==> src/rtl/spi_bus_arbiter.sv <==
// Round-robin arbiter sharing one SPI master among N_REQ requesters.
// One START per grant, per-requester DONE, watchdog abort on a hung master.
module spi_bus_arbiter #(
  parameter int N_REQ       = 4,
  parameter int CMD_W       = 16,
  parameter int TIMEOUT_CYC = 4096
) (
  input  logic                   CLK_26,
  input  logic                   RST,
  input  logic [N_REQ-1:0]       REQ,
  input  logic [N_REQ*CMD_W-1:0] CMD_IN,
  input  logic                   BUSY,
  output logic                   START,
  output logic [CMD_W-1:0]       CMD_OUT,
  output logic [N_REQ-1:0]       GNT,
  output logic [N_REQ-1:0]       DONE,
  output logic                   TIMEOUT_ERR,
  output logic                   ACTIVE
);

  localparam int PW = (N_REQ > 1) ? $clog2(N_REQ) : 1;
  localparam int TW = $clog2(TIMEOUT_CYC);
  localparam logic [TW-1:0] T_LAST = TW'(TIMEOUT_CYC - 1);

  typedef enum logic [2:0] {
    S_IDLE,
    S_GRANT,
    S_WAIT,
    S_XFER,
    S_FIN
  } state_e;

  state_e            state_q;
  logic [PW-1:0]     ptr_q;
  logic [TW-1:0]     timer_q;
  logic              start_q;
  logic [CMD_W-1:0]  cmd_q;
  logic [N_REQ-1:0]  gnt_q;
  logic [N_REQ-1:0]  done_q;
  logic              to_q;
  logic              active_q;

  logic              win_vld_d;
  logic [PW-1:0]     win_d;
  logic [PW-1:0]     idx;
  logic              t_exp;

  assign t_exp = (timer_q == T_LAST);

  // Scan ptr+1, ptr+2, ... so the last winner has lowest priority.
  always_comb begin
    win_vld_d = 1'b0;
    win_d     = '0;
    idx       = '0;
    for (int o = 1; o <= N_REQ; o++) begin
      idx = PW'((int'(ptr_q) + o) % N_REQ);
      if (!win_vld_d && REQ[idx]) begin
        win_vld_d = 1'b1;
        win_d     = idx;
      end
    end
  end

  always_ff @(posedge CLK_26 or negedge RST) begin
    if (!RST) begin
      state_q  <= S_IDLE;
      ptr_q    <= PW'(N_REQ - 1);
      timer_q  <= '0;
      start_q  <= 1'b0;
      cmd_q    <= '0;
      gnt_q    <= '0;
      done_q   <= '0;
      to_q     <= 1'b0;
      active_q <= 1'b0;
    end else begin
      start_q <= 1'b0;
      done_q  <= '0;
      to_q    <= 1'b0;
      unique case (state_q)
        S_IDLE: begin
          if (win_vld_d) begin
            gnt_q    <= N_REQ'(1) << win_d;
            cmd_q    <= CMD_IN[win_d*CMD_W +: CMD_W];
            ptr_q    <= win_d;
            active_q <= 1'b1;
            state_q  <= S_GRANT;
          end
        end
        S_GRANT: begin
          start_q <= 1'b1;
          timer_q <= '0;
          state_q <= S_WAIT;
        end
        S_WAIT, S_XFER: begin
          if (t_exp) begin
            to_q     <= 1'b1;
            gnt_q    <= '0;
            active_q <= 1'b0;
            state_q  <= S_IDLE;
          end else begin
            if (timer_q != '1) timer_q <= timer_q + 1'b1;
            if (state_q == S_WAIT && BUSY) begin
              state_q <= S_XFER;
            end else if (state_q == S_XFER && !BUSY) begin
              done_q  <= gnt_q;
              state_q <= S_FIN;
            end
          end
        end
        S_FIN: begin
          gnt_q    <= '0;
          active_q <= 1'b0;
          state_q  <= S_IDLE;
        end
        default: state_q <= S_IDLE;
      endcase
    end
  end

  assign START       = start_q;
  assign CMD_OUT     = cmd_q;
  assign GNT         = gnt_q;
  assign DONE        = done_q;
  assign TIMEOUT_ERR = to_q;
  assign ACTIVE      = active_q;

endmodule
==> config.mk <==
export PLATFORM = sky130hd
export DESIGN_NAME = spi_bus_arbiter
export DESIGN_NICKNAME = d
export VERILOG_FILES = /design/src/rtl/spi_bus_arbiter.sv
export SDC_FILE = /design/constraint.sdc
export NUM_CORES = 1
export LEC_CHECK = 0
export BUFFER_PORTS_ARGS = -buffer_cell sky130_fd_sc_hd__buf_2
export CAP_MARGIN = 20
export CORE_ASPECT_RATIO = 1.2
export CORE_MARGIN = 2
export CORE_UTILIZATION = 33
export CTS_CLUSTER_DIAMETER = 50
export DETAILED_ROUTE_END_ITERATION = 7
export HOLD_SLACK_MARGIN = 0.12
export PLACE_DENSITY = 0.59
export SYNTH_ARGS = -nofsm -noshare
export SYNTH_HDL_FRONTEND = slang
export SYNTH_SLANG_ARGS = --single-unit
==> constraint.sdc <==
create_clock -name CLK_26 -period 2.4 [get_ports CLK_26]
set_clock_uncertainty 0.1 [all_clocks]
set_input_delay 0.12 -clock CLK_26 [delete_from_list [all_inputs] [get_ports CLK_26]]
set_output_delay 0.12 -clock CLK_26 [all_outputs]
set_load 0.01 [all_outputs]
==> flow_summary.html, run 1 <==
<table>
<tr><th>Metric</th><th>Value</th></tr>
<tr><th colspan="2">Critical path</th></tr>
<tr><td>FF-to-FF path depth</td><td>6</td></tr>
<tr><td>Reg-to-reg critical path endpoint</td><td>CMD_OUT[5]</td></tr>
<tr><td>Cell with the biggest individual delay on the critical path</td><td>sky130_fd_sc_hd__dfstp_2</td></tr>
<tr><td>Register-to-register path setup slack</td><td>0.15 ns</td></tr>
<tr><td>Maximum fanout count along the critical path</td><td>11</td></tr>
<tr><td>Critical path data arrival time</td><td>2.34 ns</td></tr>
<tr><td>Endpoint kind of the worst setup timing path</td><td>register</td></tr>
<tr><td>Crit-path leading delay family</td><td>buffers and inverters</td></tr>
<tr><td>Critical setup path kind</td><td>register to register</td></tr>
<tr><td>Required arrival time at the worst endpoint</td><td>2.49 ns</td></tr>
<tr><td>Chain of cells forming the critical path</td><td>o21a_1 &gt; o21ai_1 &gt; buf_4 &gt; a221oi_1 &gt; dlygate4sd3_1 &gt; a31oi_1</td></tr>
<tr><td>Crit path buffers/inverters</td><td>2</td></tr>
<tr><td>Launching element type of the critical path</td><td>register</td></tr>
<tr><td>Highest cell delay on the worst timing path</td><td>0.63 ns</td></tr>
<tr><td>Origin of the critical flop-to-flop path</td><td>ptr_q[1]</td></tr>
<tr><th colspan="2">Route</th></tr>
<tr><td>Post-detailed-route DRC marker count</td><td>0</td></tr>
<tr><td>Final WL</td><td>8090 µm</td></tr>
<tr><td>Detailed-route via count</td><td>2768</td></tr>
<tr><td>Post-DR wirelength/cell</td><td>15.7 µm</td></tr>
<tr><td>Drt first pass iters</td><td>4</td></tr>
<tr><td>Starting DRT DRC Count</td><td>125</td></tr>
<tr><td>Vias per Instance</td><td>5.37</td></tr>
<tr><td>Final antenna-violating net count</td><td>0</td></tr>
<tr><th colspan="2">Timing</th></tr>
<tr><td>Least-Margin Pin Slew</td><td>0.828 ns</td></tr>
<tr><td>Slew Viols, Final</td><td>0</td></tr>
<tr><td>RSZ-0062 raised after global routing</td><td>false</td></tr>
<tr><td>Part of the cycle the worst path needs</td><td>93.8%</td></tr>
<tr><td>Final count of negative-setup-slack endpoints</td><td>0</td></tr>
<tr><td>Aggregate negative setup slack</td><td>0 ns</td></tr>
<tr><td>Hold Fails Final Rpt</td><td>0</td></tr>
<tr><td>Fmax</td><td>444 MHz</td></tr>
<tr><td>Max transition margin</td><td>44.7%</td></tr>
<tr><td>Minimum period implied by the final worst setup slack</td><td>2.25 ns</td></tr>
<tr><th colspan="2">Floorplanning</th></tr>
<tr><td>Overall die area</td><td>7920 µm²</td></tr>
<tr><td>Floorplan Core Area</td><td>6900 µm²</td></tr>
<tr><td>DIE HEIGHT</td><td>97.1 µm</td></tr>
<tr><td>FP Rows</td><td>33</td></tr>
<tr><td>Num ports</td><td>98</td></tr>
<tr><td>Width of the chip</td><td>81.6 µm</td></tr>
<tr><td>Initial Utilization</td><td>34.5%</td></tr>
<tr><th colspan="2">Global routing</th></tr>
<tr><td>Sum of overflow across all layers after global routing</td><td>0</td></tr>
<tr><td>Wire length of the first global-routing pass</td><td>13300 µm</td></tr>
<tr><td>Pin count of the biggest net entering global routing</td><td>28</td></tr>
<tr><td>Vias in the first global route</td><td>2902</td></tr>
<tr><td>Initial antenna violation count</td><td>0</td></tr>
<tr><td>GRT Overall Usage</td><td>21.5%</td></tr>
<tr><th colspan="2">Yosys</th></tr>
<tr><td>Synth Instances</td><td>265</td></tr>
<tr><td>Commonest register cell after synthesis</td><td>sky130_fd_sc_hd__dfrtp_1</td></tr>
<tr><td>Area fraction of the dominant cell type after synthesis</td><td>44.1%</td></tr>
<tr><td>Number of distinct library cell variants in the gate-level netlist after synthesis</td><td>46</td></tr>
<tr><td>Average instance area after synthesis</td><td>8.99 µm²</td></tr>
<tr><td>Synthesized net count</td><td>337</td></tr>
<tr><td>Cell with the most instances after synthesis</td><td>sky130_fd_sc_hd__dfrtp_1</td></tr>
<tr><td>Cell taking the most area after synthesis</td><td>sky130_fd_sc_hd__dfrtp_1</td></tr>
<tr><td>Count of synthesis-stage warnings from yosys</td><td>0</td></tr>
<tr><td>Share of synthesized flip-flops with an asynchronous set or reset</td><td>100%</td></tr>
<tr><td>Post-Synthesis Cell Area</td><td>2380 µm²</td></tr>
<tr><td>Number of flops mapped to enable cells by yosys</td><td>0</td></tr>
<tr><td>Post-synthesis register bit count</td><td>44</td></tr>
<tr><td>Sequential element share of the synthesized area</td><td>46.3%</td></tr>
<tr><td>Top cell types by occurrence after synthesis</td><td>sky130_fd_sc_hd__dfrtp_1 (42), sky130_fd_sc_hd__nand3_1 (36), sky130_fd_sc_hd__nor2_1 (31), sky130_fd_sc_hd__a31oi_1 (19), sky130_fd_sc_hd__o21ai_0 (17)</td></tr>
<tr><td>Leading post-synthesis cells by cell area</td><td>sky130_fd_sc_hd__dfrtp_1 (44%), sky130_fd_sc_hd__nand3_1 (7.6%), sky130_fd_sc_hd__a221oi_1 (5.9%), sky130_fd_sc_hd__a31oi_1 (5.0%), sky130_fd_sc_hd__nor2_1 (4.9%)</td></tr>
<tr><th colspan="2">Final layout</th></tr>
<tr><td>Final Non-Filler Cells</td><td>515</td></tr>
<tr><td>Final cell area excluding filler cells</td><td>3740 µm²</td></tr>
<tr><td>Antenna cells</td><td>0</td></tr>
<tr><td>Fraction of layout instances using a drive strength above 1</td><td>28.5%</td></tr>
<tr><td>NumNets Final</td><td>499</td></tr>
<tr><td>Area added between synthesis and finish</td><td>57.0%</td></tr>
<tr><th colspan="2">Run</th></tr>
<tr><td>Max-cap violations</td><td>0</td></tr>
<tr><th colspan="2">CTS</th></tr>
<tr><td>Maximum number of buffers from clock root to sink</td><td>2</td></tr>
<tr><td>Number of clock sinks</td><td>44</td></tr>
<tr><td>TritonCTS clock tree</td><td>yes</td></tr>
<tr><td>Clock latency on the worst-skew pair</td><td>0.31 ns</td></tr>
<tr><td>H-tree depth</td><td>2</td></tr>
<tr><td>Inserted Clock Buffers</td><td>5</td></tr>
<tr><td>Cell at the root of the clock tree</td><td>sky130_fd_sc_hd__clkbuf_8</td></tr>
<tr><td>Clock slew at the register clock pins of the worst setup and hold paths</td><td>0.09 ns</td></tr>
<tr><th colspan="2">Place</th></tr>
<tr><td>Placed instance count</td><td>440</td></tr>
<tr><td>Global placer's final weighted congestion</td><td>0.787</td></tr>
<tr><td>Number of input and output port buffers inserted</td><td>97</td></tr>
<tr><td>DP HPWL</td><td>5000 µm</td></tr>
<tr><td>Placed cell area</td><td>2950 µm²</td></tr>
<tr><th colspan="2">Pwr</th></tr>
<tr><td>Static Leakage</td><td>0.00170 µW</td></tr>
<tr><td>Worst IR Drop VDD</td><td>0.426 mV</td></tr>
<tr><td>Total power</td><td>3660 µW</td></tr>
<tr><td>Cell Pwr Density</td><td>977 nW/µm²</td></tr>
<tr><th colspan="2">Worst hold path</th></tr>
<tr><td>Class of the tightest hold or removal check</td><td>input port to asynchronous set/reset pin</td></tr>
<tr><th colspan="2">Status</th></tr>
<tr><td>Status</td><td>finished clean</td></tr>
</table>
worst max-delay path by stage:
stage / to / cells after the start / from
finish: CMD_OUT[5] / 6 / ptr_q[1]
global route: CMD_OUT[5] / 6 / ptr_q[0]
CTS: CMD_OUT[12] / 6 / ptr_q[1]
detailed placement: CMD_OUT[7] / 5 / ptr_q[1]
global placement: CMD_OUT[7] / 5 / ptr_q[1]
floorplan: timer_q[6] / 6 / timer_q[0]
cell families after synthesis:
family | synth area share (%)
AO/OA/AOI/OAI | 24.7
adder cells (fa/ha/maj) | 0.525
AND/OR/NAND/NOR | 24.0
multiplexers | 0.420
buffers and inverters | 4.04
flip-flops | 46.3
final cells by class:
cell class	count	area (µm²)
fillers	622	3160
repair buffers	171	1210
multi-input cells	200	1190
flip-flops and latches	44	1100
well taps	87	109
clock buffers	5	68.8
clock inverters	3	46.3
inverters	5	18.8
sequential cells by signal, summed over array words and instances (netlist names):
register,cells
ACTIVE,1
state_q,3
GNT,4
timer_q,12
ptr_q,2
START,1
DONE,4
CMD_OUT,16
TIMEOUT_ERR,1
per-layer routing:
metal,wire (µm),track usage (%),vias to the layer above
met5,0,0,-
met4,204,8.47,0
met3,382,3.72,18
met2,4370,38.3,92
met1,3130,24.6,1342
li1,-,-,1316
worst register-to-register path, cell delays in order, from the launching register on:
cell                            delay, ns
sky130_fd_sc_hd__dfstp_2             0.63
sky130_fd_sc_hd__o21a_1              0.15
sky130_fd_sc_hd__o21ai_1             0.06
sky130_fd_sc_hd__buf_4               0.18
sky130_fd_sc_hd__a221oi_1            0.33
sky130_fd_sc_hd__dlygate4sd3_1       0.60
sky130_fd_sc_hd__a31oi_1             0.09
report_power, final:
group	internal, µW	total [µW]	switching, µW	leakage [µW]
logic	814	1810	998	0.00110
registers	1020	1240	222	0.000547
clock network	314	603	289	0.0000548
cells in the final DEF, fill, tap and decap left out, drive strengths merged, types with 3 or more instances in the layout:
master         n
a221oi        16
nor2b          3
clkbuf         5
inv            6
nand2b         3
dlygate4sd3   66
nor2          32
o21bai         3
o21ai         21
a21oi          7
nand2         13
or3            4
a22o           5
nand3         37
buf          105
nand4          4
dfrtp         42
a31oi         19
and2           8
metrics by stage:
step,setup WS (ns),hold WS [ns],util (%)
after floorplan,0.557,-0.276,-
final,0.149,0.171,54.2
after detailed placement,0.353,-0.00415,42.8
after global placement,0.396,-0.0106,42.8
after CTS,0.127,0.191,54.1
after global routing,0.0200,0.220,54.2
repair_timing:
action                                 CTS  global route
setup buffers                            0             1
endpoints found under the hold margin   36             0
resized for setup                        0             1
setup endpoints to repair                0             9
hold buffers                            66             0
No activity file was read; power rests on OpenSTA's default activity.
==> run 2, diff against run 1 <==
CORE_UTILIZATION = 48   (was 33)
PLACE_DENSITY = 0.81   (was 0.59)
==> run 2 against run 1 <==
Sequential power about the same. Routed wire length up 15%. Final cell count down 5.4%. Setup slack worse by 0.053 ns. Register-to-register slack worse by 0.05 ns. Worst hold slack better by 0.084 ns. Critical path depth unchanged. Sequential share of layout area up 0.23 points. Fmax down 2.3%. Die area down 30%.
==> flow_summary.html, run 2 (same netlist as run 1, synthesis figures left out) <==
<table>
<tr><th>Metric</th><th>Value</th></tr>
<tr><th colspan="2">Timing</th></tr>
<tr><td>Minimum period implied by the final worst setup slack</td><td>2.30 ns (was 2.25 ns)</td></tr>
<tr><td>Fmax</td><td>434 MHz (was 444 MHz)</td></tr>
<tr><td>Least-Margin Pin Slew</td><td>0.968 ns (was 0.828 ns)</td></tr>
<tr><td>Final count of negative-setup-slack endpoints</td><td>0 (unchanged)</td></tr>
<tr><td>Max transition margin</td><td>35.5% (was 44.7%)</td></tr>
<tr><td>Hold Fails Final Rpt</td><td>0 (unchanged)</td></tr>
<tr><td>RSZ-0062 raised after global routing</td><td>false (unchanged)</td></tr>
<tr><td>Aggregate negative setup slack</td><td>0 ns (unchanged)</td></tr>
<tr><td>Slew Viols, Final</td><td>0 (unchanged)</td></tr>
<tr><td>Part of the cycle the worst path needs</td><td>96.0% (was 93.8%)</td></tr>
<tr><th colspan="2">Pwr</th></tr>
<tr><td>Net Switching</td><td>1650 µW (was 1510 µW)</td></tr>
<tr><td>Internal power summed over all cells</td><td>2160 µW (was 2150 µW)</td></tr>
<tr><td>Worst IR Drop VDD</td><td>0.616 mV (was 0.426 mV)</td></tr>
<tr><td>Sequential share of power</td><td>33.4% (was 33.9%)</td></tr>
<tr><td>Share of total power in combinational logic</td><td>51.0% (was 49.6%)</td></tr>
<tr><td>Static Leakage</td><td>0.00170 µW (about the same)</td></tr>
<tr><td>Total power</td><td>3800 µW (was 3660 µW)</td></tr>
<tr><td>Cell Pwr Density</td><td>1020 nW/µm² (was 977 nW/µm²)</td></tr>
<tr><td>Switching portion of total power</td><td>43.3% (was 41.3%)</td></tr>
<tr><td>Clock network fraction of total power</td><td>15.7% (was 16.5%)</td></tr>
<tr><th colspan="2">Route</th></tr>
<tr><td>Vias per Instance</td><td>6.08 (was 5.37)</td></tr>
<tr><td>Starting DRT DRC Count</td><td>252 (was 125)</td></tr>
<tr><td>Drt first pass iters</td><td>5 (was 4)</td></tr>
<tr><td>Post-DR wirelength/cell</td><td>19.1 µm (was 15.7 µm)</td></tr>
<tr><td>Post-detailed-route DRC marker count</td><td>0 (unchanged)</td></tr>
<tr><td>Detailed-route via count</td><td>2962 (was 2768)</td></tr>
<tr><td>Final WL</td><td>9280 µm (was 8090 µm)</td></tr>
<tr><td>Final antenna-violating net count</td><td>0 (unchanged)</td></tr>
<tr><th colspan="2">Global routing</th></tr>
<tr><td>Pin count of the biggest net entering global routing</td><td>45 (was 28)</td></tr>
<tr><td>Vias in the first global route</td><td>2955 (was 2902)</td></tr>
<tr><td>Initial antenna violation count</td><td>0 (unchanged)</td></tr>
<tr><td>Sum of overflow across all layers after global routing</td><td>0 (unchanged)</td></tr>
<tr><td>GRT Overall Usage</td><td>34.6% (was 21.5%)</td></tr>
<tr><td>Wire length of the first global-routing pass</td><td>14100 µm (was 13300 µm)</td></tr>
<tr><th colspan="2">Floorplanning</th></tr>
<tr><td>Overall die area</td><td>5550 µm² (was 7920 µm²)</td></tr>
<tr><td>Width of the chip</td><td>68.3 µm (was 81.6 µm)</td></tr>
<tr><td>Floorplan Core Area</td><td>4870 µm² (was 6900 µm²)</td></tr>
<tr><td>FP Rows</td><td>28 (was 33)</td></tr>
<tr><td>DIE HEIGHT</td><td>81.2 µm (was 97.1 µm)</td></tr>
<tr><td>Initial Utilization</td><td>48.9% (was 34.5%)</td></tr>
<tr><td>Num ports</td><td>98 (unchanged)</td></tr>
<tr><th colspan="2">Final layout</th></tr>
<tr><td>Most common cell after layout, fill and taps aside</td><td>sky130_fd_sc_hd__buf_2 (unchanged)</td></tr>
<tr><td>Commonest cells after routing, fill and taps aside</td><td>sky130_fd_sc_hd__buf_2 (97), sky130_fd_sc_hd__dlygate4sd3_1 (65), sky130_fd_sc_hd__dfrtp_1 (42) (was sky130_fd_sc_hd__buf_2 (97), sky130_fd_sc_hd__dlygate4sd3_1 (66), sky130_fd_sc_hd__dfrtp_1 (42))</td></tr>
<tr><td>Antenna cells</td><td>0 (unchanged)</td></tr>
<tr><td>NumNets Final</td><td>498 (was 499)</td></tr>
<tr><td>Final Non-Filler Cells</td><td>487 (was 515)</td></tr>
<tr><td>Fraction of layout instances using a drive strength above 1</td><td>29.0% (was 28.5%)</td></tr>
<tr><td>Area added between synthesis and finish</td><td>55.8% (was 57.0%)</td></tr>
<tr><td>Largest register FFs</td><td>16 (unchanged)</td></tr>
<tr><th colspan="2">Critical path</th></tr>
<tr><td>Worst Setup SP</td><td>ptr_q[0] (was ptr_q[1])</td></tr>
<tr><td>Origin of the critical flop-to-flop path</td><td>ptr_q[0] (was ptr_q[1])</td></tr>
<tr><td>Required arrival time at the worst endpoint</td><td>2.49 ns (about the same)</td></tr>
<tr><td>Maximum fanout count along the critical path</td><td>11 (unchanged)</td></tr>
<tr><td>FF-to-FF path depth</td><td>6 (unchanged)</td></tr>
<tr><td>Endpoint kind of the worst setup timing path</td><td>register (unchanged)</td></tr>
<tr><td>Critical path data arrival time</td><td>2.40 ns (was 2.34 ns)</td></tr>
<tr><td>Critical setup path kind</td><td>register to register (unchanged)</td></tr>
<tr><td>Launching element type of the critical path</td><td>register (unchanged)</td></tr>
<tr><th colspan="2">CTS</th></tr>
<tr><td>Clock slew at the register clock pins of the worst setup and hold paths</td><td>0.10 ns (was 0.09 ns)</td></tr>
<tr><td>Maximum number of buffers from clock root to sink</td><td>2 (unchanged)</td></tr>
<tr><td>Clock latency on the worst-skew pair</td><td>0.31 ns (about the same)</td></tr>
<tr><td>Cell at the root of the clock tree</td><td>sky130_fd_sc_hd__clkbuf_8 (unchanged)</td></tr>
<tr><td>H-tree depth</td><td>2 (unchanged)</td></tr>
<tr><td>TritonCTS clock tree</td><td>yes (unchanged)</td></tr>
<tr><td>Number of clock sinks</td><td>44 (unchanged)</td></tr>
<tr><td>Inserted Clock Buffers</td><td>5 (unchanged)</td></tr>
<tr><th colspan="2">Worst hold path</th></tr>
<tr><td>Class of the tightest hold or removal check</td><td>input port to register (was input port to asynchronous set/reset pin)</td></tr>
<tr><td>Hold wc startpoint</td><td>CMD_IN[12]</td></tr>
<tr><td>Cells on Worst Hold Path</td><td>3</td></tr>
<tr><th colspan="2">Place</th></tr>
<tr><td>Placed instance count</td><td>412 (was 440)</td></tr>
<tr><td>DP HPWL</td><td>4510 µm (was 5000 µm)</td></tr>
<tr><td>Number of input and output port buffers inserted</td><td>97 (unchanged)</td></tr>
<tr><td>Global placer's final weighted congestion</td><td>0.886 (was 0.787)</td></tr>
<tr><th colspan="2">Status</th></tr>
<tr><td>Status</td><td>finished clean (unchanged)</td></tr>
<tr><th colspan="2">Run</th></tr>
<tr><td>Max-cap violations</td><td>0 (unchanged)</td></tr>
</table>
-- run 2: critical path, stage by stage (launching register included) --
cell and delay (ns):
sky130_fd_sc_hd__dfstp_2 0.61, sky130_fd_sc_hd__nand2b_4 0.16, sky130_fd_sc_hd__o21ai_1 0.10, sky130_fd_sc_hd__buf_6 0.17
sky130_fd_sc_hd__a221oi_1 0.36, sky130_fd_sc_hd__dlygate4sd3_1 0.61, sky130_fd_sc_hd__a31oi_1 0.10
-- run 2: power groups by stage --
stage / Sequential (µW) / Combinational (µW) / Clock [µW]
global route: 1300 / 2070 / 628
finish: 1270 / 1940 / 595
floorplan: 1280 / 1030 / 0
detailed placement: 1250 / 1600 / 0
global placement: 1240 / 1550 / 0
CTS: 1240 / 1760 / 586
-- run 2: per-layer routing --
layer | track usage (%) | part of all wire, % | wire [µm]
met1 | 37.7 | 35 | 3280
met2 | 58.2 | 51 | 4720
met3 | 7.06 | 7.1 | 663
met4 | 25.6 | 6.6 | 617
met5 | 0 | 0 | 0
-- run 2: what timing repair did --
action | CTS | global route
resized for setup | 0 | 4
hold buffers | 65 | 0
setup endpoints to repair | 0 | 5
endpoints found under the hold margin | 61 | 0
buffers inserted | 0 | 2
-- run 2: layout make-up --
type	instances	area, µm²
multi-input cells	200	1200
repair buffers	170	1200
fillers	289	1160
flip-flops and latches	44	1100
well taps	60	75.1
clock buffers	5	68.8
clock inverters	3	46.3
inverters	5	18.8
-- run 2: path summary, 6_finish.rpt --
check,slack [ns],to
setup / recovery,0.1,CMD_OUT[15]
hold / removal,0.26,CMD_OUT[12]
setup reg to reg,0.1,CMD_OUT[15]
hold reg to reg,0.38,timer_q[11]
max in group asynchronous,1.19,timer_q[3]
min in group asynchronous,0.40,GNT[0]
-- run 2: through the flow --
stage	cell area [µm²]	utilization [%]	hold slack, ns	setup WS (ns)
2_1_floorplan	2380	-	-0.276	0.557
3_3_place_gp	2910	59.8	0.225	0.448
3_5_place_dp	2910	59.8	0.230	0.389
4_1_cts	3680	75.5	0.120	0.0988
5_1_grt	3710	76.2	0.254	0.0360
6_report	3710	76.2	0.255	0.0955
==> run 3, diff against run 2 <==
CORE_UTILIZATION = 50   (was 48)
CTS_BUF_LIST = sky130_fd_sc_hd__clkbuf_8   (was default)
PLACE_DENSITY = 0.84   (was 0.81)
RECOVER_POWER = 25   (was default)
==> run 3 against run 2 <==
Die area is 3.8% lower. Fmax up 1.8%. First-iteration DRC count up 60%. Critical path type unchanged. Critical endpoint is now CMD_OUT[7].
==> flow_summary.html, run 3 (same netlist as run 1, synthesis figures left out) <==
<table>
<tr><th>Metric</th><th>Value</th></tr>
<tr><th colspan="2">Timing</th></tr>
<tr><td>Max transition margin</td><td>28.9% (was 35.5%)</td></tr>
<tr><td>Minimum period implied by the final worst setup slack</td><td>2.26 ns (was 2.30 ns)</td></tr>
<tr><td>Worst hold slack</td><td>0.290 ns (was 0.255 ns)</td></tr>
<tr><td>Hold Fails Final Rpt</td><td>0 (unchanged)</td></tr>
<tr><td>Part of the cycle the worst path needs</td><td>94.3% (was 96.0%)</td></tr>
<tr><td>Fmax</td><td>442 MHz (was 434 MHz)</td></tr>
<tr><td>Slew Viols, Final</td><td>0 (unchanged)</td></tr>
<tr><td>Least-Margin Pin Slew</td><td>1.07 ns (was 0.968 ns)</td></tr>
<tr><td>RSZ-0062 raised after global routing</td><td>false (unchanged)</td></tr>
<tr><td>Aggregate negative setup slack</td><td>0 ns (unchanged)</td></tr>
<tr><td>Final count of negative-setup-slack endpoints</td><td>0 (unchanged)</td></tr>
<tr><td>Post-layout worst setup margin</td><td>0.136 ns (was 0.0955 ns)</td></tr>
<tr><th colspan="2">Pwr</th></tr>
<tr><td>Sequential share of power</td><td>37.0% (was 33.4%)</td></tr>
<tr><td>Clock network fraction of total power</td><td>13.0% (was 15.7%)</td></tr>
<tr><td>Static Leakage</td><td>0.00158 µW (was 0.00170 µW)</td></tr>
<tr><td>Switching portion of total power</td><td>47.0% (was 43.3%)</td></tr>
<tr><td>Worst IR Drop VDD</td><td>0.518 mV (was 0.616 mV)</td></tr>
<tr><td>Net Switching</td><td>1670 µW (was 1650 µW)</td></tr>
<tr><td>Internal power summed over all cells</td><td>1880 µW (was 2160 µW)</td></tr>
<tr><td>Cell Pwr Density</td><td>984 nW/µm² (was 1020 nW/µm²)</td></tr>
<tr><td>Share of total power in combinational logic</td><td>50.1% (was 51.0%)</td></tr>
<tr><th colspan="2">Final layout</th></tr>
<tr><td>Most common cell after layout, fill and taps aside</td><td>sky130_fd_sc_hd__buf_2 (unchanged)</td></tr>
<tr><td>Post-layout util</td><td>78.4% (was 76.2%)</td></tr>
<tr><td>Commonest cells after routing, fill and taps aside</td><td>sky130_fd_sc_hd__buf_2 (69), sky130_fd_sc_hd__dlygate4sd3_1 (66), sky130_fd_sc_hd__dfrtp_1 (42) (was sky130_fd_sc_hd__buf_2 (97), sky130_fd_sc_hd__dlygate4sd3_1 (65), sky130_fd_sc_hd__dfrtp_1 (42))</td></tr>
<tr><td>NumNets Final</td><td>495 (was 498)</td></tr>
<tr><td>Largest register FFs</td><td>16 (unchanged)</td></tr>
<tr><td>Area added between synthesis and finish</td><td>51.3% (was 55.8%)</td></tr>
<tr><td>Final Non-Filler Cells</td><td>483 (was 487)</td></tr>
<tr><td>Filler Cells Inserted</td><td>283 (was 289)</td></tr>
<tr><td>Fraction of layout instances using a drive strength above 1</td><td>20.8% (was 29.0%)</td></tr>
<tr><th colspan="2">Floorplanning</th></tr>
<tr><td>FP Rows</td><td>27 (was 28)</td></tr>
<tr><td>DIE HEIGHT</td><td>79.6 µm (was 81.2 µm)</td></tr>
<tr><td>Floorplan Core Area</td><td>4590 µm² (was 4870 µm²)</td></tr>
<tr><td>Num ports</td><td>98 (unchanged)</td></tr>
<tr><td>Initial Utilization</td><td>51.9% (was 48.9%)</td></tr>
<tr><td>Width of the chip</td><td>67.0 µm (was 68.3 µm)</td></tr>
<tr><td>Overall die area</td><td>5340 µm² (was 5550 µm²)</td></tr>
<tr><th colspan="2">Critical path</th></tr>
<tr><td>Reg-to-reg critical path endpoint</td><td>CMD_OUT[7] (was CMD_OUT[15])</td></tr>
<tr><td>Register-to-register path setup slack</td><td>0.14 ns (was 0.1 ns)</td></tr>
<tr><td>FF-to-FF path depth</td><td>4 (was 6)</td></tr>
<tr><td>Cell with the biggest individual delay on the critical path</td><td>sky130_fd_sc_hd__nand2_1 (was sky130_fd_sc_hd__dfstp_2)</td></tr>
<tr><td>Endpoint kind of the worst setup timing path</td><td>register (unchanged)</td></tr>
<tr><td>Crit path buffers/inverters</td><td>0 (was 2)</td></tr>
<tr><td>Crit-path leading delay family</td><td>simple AND/OR/NAND/NOR gates (was buffers and inverters)</td></tr>
<tr><td>Required arrival time at the worst endpoint</td><td>2.46 ns (was 2.49 ns)</td></tr>
<tr><td>Highest cell delay on the worst timing path</td><td>0.52 ns (was 0.61 ns)</td></tr>
<tr><td>Critical setup path kind</td><td>register to register (unchanged)</td></tr>
<tr><td>Launching element type of the critical path</td><td>register (unchanged)</td></tr>
<tr><td>Critical path data arrival time</td><td>2.32 ns (was 2.40 ns)</td></tr>
<tr><td>Maximum fanout count along the critical path</td><td>20 (was 11)</td></tr>
<tr><td>Chain of cells forming the critical path</td><td>nor3_1 &gt; nand2_1 &gt; a221oi_1 &gt; a31oi_1 (was nand2b_4 &gt; o21ai_1 &gt; buf_6 &gt; a221oi_1 &gt; dlygate4sd3_1 &gt; a31oi_1)</td></tr>
<tr><td>Origin of the critical flop-to-flop path</td><td>state_q[1] (was ptr_q[0])</td></tr>
<tr><th colspan="2">CTS</th></tr>
<tr><td>Number of clock sinks</td><td>44 (unchanged)</td></tr>
<tr><td>TritonCTS clock tree</td><td>yes (unchanged)</td></tr>
<tr><td>Clock slew at the register clock pins of the worst setup and hold paths</td><td>0.09 ns (was 0.10 ns)</td></tr>
<tr><td>Cell at the root of the clock tree</td><td>sky130_fd_sc_hd__clkbuf_8 (unchanged)</td></tr>
<tr><td>Clock latency on the worst-skew pair</td><td>0.30 ns (was 0.31 ns)</td></tr>
<tr><td>H-tree depth</td><td>2 (unchanged)</td></tr>
<tr><td>Gates resized, CTS repair</td><td>0 (unchanged)</td></tr>
<tr><td>Inserted Clock Buffers</td><td>5 (unchanged)</td></tr>
<tr><td>Maximum number of buffers from clock root to sink</td><td>2 (unchanged)</td></tr>
<tr><th colspan="2">Route</th></tr>
<tr><td>Detailed-route via count</td><td>3146 (was 2962)</td></tr>
<tr><td>Post-DR wirelength/cell</td><td>20.7 µm (was 19.1 µm)</td></tr>
<tr><td>Vias per Instance</td><td>6.51 (was 6.08)</td></tr>
<tr><td>Final WL</td><td>10000 µm (was 9280 µm)</td></tr>
<tr><td>Drt first pass iters</td><td>5 (unchanged)</td></tr>
<tr><td>Starting DRT DRC Count</td><td>403 (was 252)</td></tr>
<tr><td>Final antenna-violating net count</td><td>0 (unchanged)</td></tr>
<tr><td>Post-detailed-route DRC marker count</td><td>0 (unchanged)</td></tr>
<tr><th colspan="2">Global routing</th></tr>
<tr><td>Initial antenna violation count</td><td>0 (unchanged)</td></tr>
<tr><td>Pin count of the biggest net entering global routing</td><td>45 (unchanged)</td></tr>
<tr><td>GRT Overall Usage</td><td>39.6% (was 34.6%)</td></tr>
<tr><td>Wire length of the first global-routing pass</td><td>15700 µm (was 14100 µm)</td></tr>
<tr><td>Sum of overflow across all layers after global routing</td><td>0 (unchanged)</td></tr>
<tr><td>Vias in the first global route</td><td>3042 (was 2955)</td></tr>
<tr><th colspan="2">Worst hold path</th></tr>
<tr><td>Hold wc startpoint</td><td>REQ[2] (was CMD_IN[12])</td></tr>
<tr><td>Cells on Worst Hold Path</td><td>5 (was 3)</td></tr>
<tr><td>Hold Path End</td><td>state_q[0] (was CMD_OUT[12])</td></tr>
<tr><td>Class of the tightest hold or removal check</td><td>input port to register (unchanged)</td></tr>
<tr><th colspan="2">Place</th></tr>
<tr><td>Placement-stage worst setup slack</td><td>0.357 ns (was 0.389 ns)</td></tr>
<tr><td>DP HPWL</td><td>4460 µm (was 4510 µm)</td></tr>
<tr><td>Number of input and output port buffers inserted</td><td>97 (unchanged)</td></tr>
<tr><td>Global placer's final weighted congestion</td><td>0.865 (was 0.886)</td></tr>
<tr><td>Placed instance count</td><td>408 (was 412)</td></tr>
<tr><th colspan="2">Run</th></tr>
<tr><td>Max-cap violations</td><td>0 (unchanged)</td></tr>
<tr><th colspan="2">Status</th></tr>
<tr><td>Status</td><td>finished clean (unchanged)</td></tr>
</table>
run 3: layer usage:
| layer | vias to the layer above | track usage (%) | wire, µm |
|---|---|---|---|
| li1 | 1303 | - | - |
| met1 | 1443 | 51.7 | 3620 |
| met2 | 323 | 58.9 | 4470 |
| met3 | 77 | 11.4 | 1350 |
| met4 | 0 | 20.4 | 574 |
| met5 | - | 0 | 0 |
run 3: worst max-delay path by stage:
stage,startpoint,slack (ns),cells past startpoint,end
after floorplan,timer_q[0],0.56,6,timer_q[6]
after global placement,timer_q[0],0.46,6,timer_q[6]
after detailed placement,timer_q[0],0.36,6,timer_q[11]
after CTS,timer_q[0],0.34,6,timer_q[7]
after global routing,state_q[1],0.05,4,CMD_OUT[7]
final,state_q[1],0.14,4,CMD_OUT[7]
run 3: area by class of cell:
type                    instances  area (µm²)  area share (%)
repair buffers                167        1140            31.7
clock inverters                 3        12.5           0.347
inverters                       5        18.8           0.521
flip-flops and latches         44        1100            30.6
clock buffers                   5        68.8            1.91
diodes                          1        2.50          0.0694
well taps                      58        72.6            2.01
multi-input cells             200        1180            32.8
run 3: per-stage QoR:
step,power [µW],cell area (µm²)
2_1_floorplan,2310,2380
3_3_place_gp,2760,2890
3_5_place_dp,2810,2890
4_1_cts,3320,3630
5_1_grt,3700,3600
6_report,3550,3600
run 3: what timing repair did:
| action | 4_1_cts | 5_1_grt |
|---|---|---|
| endpoints found under the hold margin | 61 | 0 |
| hold buffers | 66 | 0 |
| setup buffers | 0 | 0 |
run 3: power by group through the flow:
stage | combinational, µW | clock, µW | sequential (µW)
6_report | 1780 | 459 | 1310
5_1_grt | 1880 | 486 | 1330
4_1_cts | 1620 | 446 | 1260
3_5_place_dp | 1540 | 0 | 1260
3_3_place_gp | 1510 | 0 | 1250
2_1_floorplan | 1030 | 0 | 1280
run 3: worst reg2reg max path: stages (launching register included):
cell                       delay (ns)
sky130_fd_sc_hd__dfrtp_1         0.47
sky130_fd_sc_hd__nor3_1          0.31
sky130_fd_sc_hd__nand2_1         0.52
sky130_fd_sc_hd__a221oi_1        0.53
sky130_fd_sc_hd__a31oi_1         0.19
